==> src/rtl/div_pkg.sv <==
// Shared types and defaults for the sequential restoring divider.
package div_pkg;

    typedef enum logic [1:0] {
        IDLE = 2'd0,
        CALC = 2'd1,
        DONE = 2'd2
    } state_t;

    localparam int DEF_WIDTH = 4;

endpackage

==> src/rtl/div_step.sv <==
// One restoring-division iteration: trial subtract via add-with-complement,
// keep the trial on no-borrow, otherwise restore the shifted remainder.
module div_step #(
    parameter int WIDTH = 4
) (
    input  logic [WIDTH:0]   rem_in,
    input  logic [WIDTH-1:0] divisor,
    output logic [WIDTH:0]   rem_out,
    output logic             q_bit
);

    logic [WIDTH+1:0] sum;

    // rem_in + ~{0,divisor} + 1; the carry out of bit WIDTH means rem_in >= divisor.
    assign sum     = {1'b0, rem_in} + {2'b01, ~divisor} + {{(WIDTH+1){1'b0}}, 1'b1};
    assign q_bit   = sum[WIDTH+1];
    assign rem_out = q_bit ? sum[WIDTH:0] : rem_in;

endmodule

==> src/rtl/seq_divider.sv <==
// Unsigned sequential restoring divider, one quotient bit per cycle, MSB first,
// with independent operand and result valid/ready handshakes.
module seq_divider
    import div_pkg::*;
#(
    parameter int WIDTH = DEF_WIDTH
) (
    input  logic             clk,
    input  logic             rst_n,
    input  logic             in_valid,
    output logic             in_ready,
    input  logic [WIDTH-1:0] dividend,
    input  logic [WIDTH-1:0] divisor,
    output logic             out_valid,
    input  logic             out_ready,
    output logic [WIDTH-1:0] quotient,
    output logic [WIDTH-1:0] remainder,
    output logic             div_by_zero
);

    localparam int CNT_W = $clog2(WIDTH + 1);

    // Handshakes: a transfer happens on a rising edge where valid && ready;
    // in_ready depends only on state, and once out_valid rises the result
    // registers hold until the edge that sees out_ready.
    state_t           state;
    logic [WIDTH-1:0] div_q;
    logic [WIDTH-1:0] quo;
    logic [WIDTH:0]   rem;
    logic [CNT_W-1:0] cnt;
    logic             dbz;

    logic [WIDTH:0]   shifted;
    logic [WIDTH:0]   step_rem;
    logic             step_q;

    assign shifted = (rem << 1) | {{WIDTH{1'b0}}, quo[WIDTH-1]};

    div_step #(.WIDTH(WIDTH)) u_step (
        .rem_in  (shifted),
        .divisor (div_q),
        .rem_out (step_rem),
        .q_bit   (step_q)
    );

    always_ff @(posedge clk or negedge rst_n) begin
        if (!rst_n) begin
            state <= IDLE;
            div_q <= '0;
            quo   <= '0;
            rem   <= '0;
            cnt   <= '0;
            dbz   <= 1'b0;
        end else begin
            case (state)
                IDLE: begin
                    if (in_valid) begin
                        if (divisor == '0) begin
                            quo   <= '1;
                            rem   <= {1'b0, dividend};
                            dbz   <= 1'b1;
                            state <= DONE;
                        end else begin
                            div_q <= divisor;
                            quo   <= dividend;
                            rem   <= '0;
                            cnt   <= '0;
                            dbz   <= 1'b0;
                            state <= CALC;
                        end
                    end
                end
                CALC: begin
                    rem <= step_rem;
                    quo <= {quo[WIDTH-2:0], step_q};
                    cnt <= cnt + 1'b1;
                    // The edge that runs iteration WIDTH-1 is the last one.
                    if (cnt == CNT_W'(WIDTH - 1)) begin
                        state <= DONE;
                    end
                end
                DONE: begin
                    if (out_ready) begin
                        state <= IDLE;
                    end
                end
                default: state <= IDLE;
            endcase
        end
    end

    assign in_ready    = (state == IDLE);
    assign out_valid   = (state == DONE);
    assign quotient    = quo;
    assign remainder   = rem[WIDTH-1:0];
    assign div_by_zero = dbz;

endmodule

==> config.mk <==
export PLATFORM = sky130hd
export DESIGN_NAME = seq_divider
export DESIGN_NICKNAME = d
export VERILOG_FILES = /design/src/rtl/div_pkg.sv /design/src/rtl/div_step.sv /design/src/rtl/seq_divider.sv
export SDC_FILE = /design/constraint.sdc
export NUM_CORES = 1
export LEC_CHECK = 0
export ABC_CLOCK_PERIOD_IN_PS = 2100
export BUFFER_PORTS_ARGS = -buffer_cell sky130_fd_sc_hd__clkbuf_2
export CAP_MARGIN = 0
export CORE_MARGIN = 2
export CORE_UTILIZATION = 52
export DETAILED_ROUTE_END_ITERATION = 16
export PLACE_DENSITY = 0.77
export SKIP_CTS_REPAIR_TIMING = 1
export SLEW_MARGIN = 5
export SYNTH_ARGS = -nofsm -noshare
export SYNTH_HDL_FRONTEND = slang
export SYNTH_SLANG_ARGS = --single-unit
==> constraint.sdc <==
create_clock -name clk -period 2.1 [get_ports clk]
set_input_delay 0.42 -clock clk [delete_from_list [all_inputs] [get_ports clk]]
set_output_delay 0.42 -clock clk [all_outputs]
set_load 0.02 [all_outputs]
==> flow_summary_export.csv, run 1 <==
group,metric,value,unit
outcome,outcome,"complete, no violations",
critical_path,worst-r2r-setup-slack,110,ps
die,die_y,48.6,microns
die,std_cell_rows,16,
placed_design,pre_cts_slack,130,ps
critical_path,worstSetupEndpointType,"register",
flow_run,drv_cap,0,
grt,grt_antenna_before_repair,0,
routing,ant_nets,0,
routing,via_count,862,
yosys,ys_warn_count,0,
yosys,synth_nets,117,
critical_path,crit_required,2310,ps
grt,grt_max_degree,19,
grt,grt_pass1_wl,3.79,mm
sta,rsz0062_at_grt,"false",
yosys,synth_cells,98,
pwr,power_density,1750,mW/mm^2
yosys,ys_async_sr_fraction,100,%
yosys,synth_cell_type_count,39,
pwr,vdd_drop_max,843,uV
yosys,syn_area,0.00103,sq mm
critical_path,critPathLaunch,"rem[0]",
final_layout,final_nets,143,
routing,top_layer,"met4",
die,pin_count,23,
clock_tree,cts_tree,"yes",
critical_path,endpoint,"rem[0]",
yosys,yosysSeqAreaShare,43.5,%
critical_path,critical_path.max_fanout,5,
die,start_util,53.8,%
placed_design,portBuffers,22,
sta,max_freq,503,MHz
routing,drtIter0Drc,19,
clock_tree,clk_latency,300,ps
sta,setup_slack,111,ps
yosys,syn_area_per_cell,10.6,sq um
yosys,synth_seq_cells,18,
die,die_area,0.00236,sq mm
grt,grt_pass1_vias,881,
routing,wl_met1,884,microns
routing,met2_length,1.10,mm
sta,worst_pin_slew,455,ps
placed_design,hpwl,1.72,mm
clock_tree,cts_buffers,3,
routing,vias_per_cell,5.79,
routing,wl,2.19,mm
sta,clock_skew,8.77,ps
sta,hold_viol,0,
critical_path,ff2ff_path_depth,6,
grt,overflow,0,
pwr,leakage,0.588,nW
critical_path,crit_type,"reg2reg",
sta,holdWs,45.5,ps
final_layout,drive_gt1_share,29.5,%
placed_design,gp_congestion,0.791,
clock_tree,htreeDepth,1,
yosys,yosys_most_used_dff,"dfrtp_1",
critical_path,cp-start-kind,"register",
yosys,synth_edf_count,0,
sta,slew_headroom,69.7,%
critical_path,crit_arrival,2200,ps
sta,fin_crit_sh,94.7,%
critical_path,timing.rr.end,"rem[0]",
sta,layout_min_cycle_time,1990,ps
sta,final.setup.tns,0,ps
grt,grtUsageTotal,21.0,%
clock_tree,cts.clk_slew.worst_paths,100,ps
clock_tree,clockRootBuffer,"clkbuf_4",
die,core,0.00192,sq mm
routing,first_pass_iters,4,
routing,dr_wl_met3,125,microns
final_layout,n_antenna_cell,0,
clock_tree,clock-sinks,18,
routing,drc_errors,0,
die,die_w,48.6,microns
sta,slew_viol_final,0,
clock_tree,clock_path_buffers,2,
critical_path,worstReg2RegStart,"rem[0]",
final_layout,area_growth,15.6,%
routing,post_drt_wl_per_cell,14.7,microns
sta,setup_viol,0,
worst_hold_path,holdCritPathClass,"in2async",
==> how the worst min path moves through the flow <==
stage	start	to	slack, ps	depth (start not counted)
after floorplan	rst_n	cnt[0]	120	0
after CTS	rst_n	cnt[1]	60	1
final	rst_n	cnt[2]	50	1
after global placement	rst_n	cnt[0]	380	1
after global routing	rst_n	cnt[1]	70	1
after detailed placement	rst_n	cnt[1]	380	1
==> area by class of cell <==
| class | count | area (sq um) |
|---|---|---|
| Clock buffer | 3 | 22.5 |
| Fill cell | 176 | 726 |
| Inverter | 6 | 22.5 |
| Multi-Input combinational cell | 71 | 542 |
| Sequential cell | 18 | 450 |
| Tap cell | 27 | 33.8 |
| Timing Repair Buffer | 24 | 125 |
==> layout by cell type, fill, tap and decap left out, drive strengths merged <==
cell / netlist / final
a32oi: 1 / 1
fa: 1 / 1
dfrtp: 18 / 18
a22oi: 1 / 1
clkbuf: 1 / 25
nor3: 2 / 2
nor4: 2 / 2
nor2b: 3 / 3
and3: 1 / 1
o22a: 1 / 1
a21oi: 2 / 2
o221ai: 1 / 1
nor4b: 1 / 1
nand2: 12 / 12
o32ai: 1 / 1
a22o: 1 / 1
o22ai: 3 / 3
o21ai: 5 / 5
o21a: 1 / 1
o31a: 1 / 1
ha: 6 / 6
nand3: 2 / 2
buf: 2 / 2
mux2: 6 / 6
inv: 6 / 6
a21o: 1 / 1
a31oi: 2 / 2
nor2: 8 / 8
mux2i: 2 / 2
xor2: 1 / 1
nand2b: 1 / 1
or2: 2 / 2
==> cells in the mapped netlist, types with 2 or more instances <==
master,n,area share [%]
o21ai_0,4,1.9
nor2_1,7,2.5
ha_1,6,7.3
o22ai_1,3,1.8
mux2_2,2,2.2
dfrtp_1,18,44
a31oi_1,2,1.2
nand3_1,2,0.97
nor2b_1,3,1.8
inv_1,6,2.2
a21oi_1,2,0.97
mux2i_1,2,1.9
nand2_1,12,4.4
mux2_4,4,5.8
==> metrics by stage <==
stage	area, sq um	cells	power [mW]	util, %
finish	1200	149	2.10	62.2
global route	1200	149	2.28	62.2
CTS	1200	149	2.10	62.2
detailed placement	1170	146	1.92	61.1
global placement	1170	146	1.87	61.1
floorplan	1030	98	1.62	-
==> flip-flops by register name, indices dropped and copies added, names as in the netlist <==
name,flops
cnt,3
div_by_zero,1
div_q,4
quotient,4
rem,4
state,2
==> per-layer routing <==
| metal | up-vias | global-route usage, % |
|---|---|---|
| met2 | 44 | 34.5 |
| met4 | 0 | 14.8 |
| li1 | 397 | - |
| met5 | - | 0 |
| met3 | 9 | 3.40 |
| met1 | 412 | 25.1 |
==> where the power goes <==
part / leakage [nW] / total (mW) / internal (mW) / switching [mW]
registers: 0.218 / 0.678 / 0.518 / 0.159
clock network: 0.0138 / 0.170 / 0.0668 / 0.103
logic: 0.356 / 1.25 / 0.561 / 0.689
==> worst max-delay path: stages, from the launching register on <==
cell,delay [ps]
dfrtp_1,450
ha_1,310
nor2b_1,140
o31a_1,280
nor3_4,240
mux2_2,360
o21ai_0,130
==> kinds of logic (layout without fill, tap and decap cells) <==
kind of cell,Yosys count,count (layout),share of synthesized area (%)
buf+inv,9,33,4.11
xor+xnor,1,1,0.847
mux,8,8,9.92
flops,18,18,43.5
compound gates,21,21,13.7
fa+ha+maj,7,7,9.19
simple gates,34,34,18.7
Power figures use the tool's default switching activity.
==> run 2, diff against run 1 <==
Settings changed: SETUP_SLACK_MARGIN set to 0.5.
==> flow_summary_export.csv, run 2 (same netlist as run 1, synthesis figures left out) <==
group,metric,value,unit
outcome,outcome,"complete, no violations",
pwr,power_density,1850,mW/mm^2
die,pin_count,23,
sta,max_freq,547,MHz
routing,drtIter0Drc,43,
placed_design,hpwl,1.70,mm
sta,layout_min_cycle_time,1830,ps
sta,setup_slack,271,ps
placed_design,gp_congestion,0.813,
final_layout,register_area,454,sq um
final_layout,final_nets,148,
routing,ant_nets,0,
pwr,leakage,0.625,nW
clock_tree,clockRootBuffer,"clkbuf_4",
placed_design,pre_cts_slack,75.1,ps
final_layout,n_antenna_cell,0,
final_layout,area_growth,26.0,%
critical_path,crit_type,"reg2reg",
clock_tree,clk_latency,300,ps
grt,grtUsageTotal,20.8,%
final_layout,multi_input_area,594,sq um
critical_path,crit_arrival,2060,ps
sta,final.setup.tns,0,ps
critical_path,cp_slowest_cell,"dfrtp_1",
final_layout,drive_gt1_share,42.2,%
critical_path,critical_path_buf_inv_count,1,
routing,via_count,857,
critical_path,worstSetupEndpointType,"register",
final_layout,mostFrequentLayoutCell,"clkbuf_2",
clock_tree,htreeDepth,1,
sta,setup_viol,0,
routing,drc_errors,0,
clock_tree,cts_tree,"yes",
die,core,0.00192,sq mm
routing,wl,2.26,mm
die,die_w,48.6,microns
final_layout,final_cell_mix,"22 x clkbuf_2, 15 x dfrtp_1, 12 x nand2_1",
critical_path,cp_top_family,"flip-flops",
die,die_y,48.6,microns
final_layout,n_fill_cell,164,
die,std_cell_rows,16,
sta,rsz0062_at_grt,"true",
sta,slew_viol_final,0,
critical_path,cp-start-kind,"register",
critical_path,critPathMaxStageDelay,400,ps
critical_path,critical_path.max_fanout,4,
flow_run,drv_cap,0,
sta,hold_viol,0,
placed_design,place_inst,146,
grt,grt_pass1_wl,3.82,mm
die,start_util,53.8,%
routing,vias_per_cell,5.53,
routing,first_pass_iters,4,
grt,grt_antenna_before_repair,0,
clock_tree,clock_path_buffers,2,
sta,fin_crit_sh,87.1,%
clock_tree,clock-sinks,18,
grt,overflow,0,
critical_path,path_cells,"inv_2 -> ha_4 -> nor2b_4 -> o31a_1 -> nor3_4 -> mux2_4 -> o21ai_2",
worst_hold_path,holdCritPathClass,"in2async",
clock_tree,cts_buffers,3,
placed_design,portBuffers,22,
sta,worst_pin_slew,528,ps
sta,clock_skew,1.06,ps
die,die_area,0.00236,sq mm
routing,post_drt_wl_per_cell,14.6,microns
grt,grt_pass1_vias,854,
final_layout,layout.cells.non_filler,155,
critical_path,crit_required,2330,ps
final_layout,fin_util,67.8,%
pwr,vdd_drop_max,1270,uV
clock_tree,cts.clk_slew.worst_paths,100,ps
sta,slew_headroom,64.7,%
grt,grt_max_degree,19,
==> run 2: per-layer routing <==
metal,track usage [%],share of wire [%]
met1,27.5,45
met3,1.85,5.1
met2,34.9,47
met5,0,0
met4,9.52,2.6
==> run 2: worst reg2reg max path, delay by kind of cell, from the launching register on <==
family                   cells  cell delay (ps)
AO/OA/AOI/OAI                2              380
adder cells (fa/ha/maj)      1              200
buffers and inverters        1               80
flip-flops                   1              400
multiplexers                 1              340
AND/OR/NAND/NOR              2              360
==> run 2: per-stage QoR <==
stage	power (mW)	hold slack [ps]	cell area [sq um]
finish	2.41	44.1	1300
CTS	2.25	54.4	1230
detailed placement	2.03	380	1200
floorplan	1.69	124	1060
global route	2.58	71.4	1300
global placement	1.96	378	1200
==> run 2: path summary, 6_finish.rpt <==
check	slack (ps)	startpoint	depth (start not counted)	endpoint
setup / recovery	270	div_q[1]	7	rem[0]
hold / removal	40	rst_n	1	cnt[2]
setup reg to reg	270	div_q[1]	7	rem[0]
hold reg to reg	500	div_by_zero	1	div_by_zero
max in group asynchronous	1720	rst_n	1	rem[0]
min in group clk	380	dividend[1]	3	quotient[1]
==> run 2: where the power goes <==
part           switching [mW]  internal, mW  total, mW  leakage (nW)
logic                   0.769         0.733       1.50         0.390
registers               0.164         0.524      0.687         0.214
clock network           0.111         0.106      0.217        0.0210
==> run 2: area by class of cell <==
class / count / share of cell area (%)
Inverter: 6 / 1.73
Sequential cell: 18 / 34.8
Timing Repair Buffer: 29 / 12.5
Tap cell: 27 / 2.59
Multi-Input combinational cell: 71 / 45.6
Clock buffer: 4 / 2.78
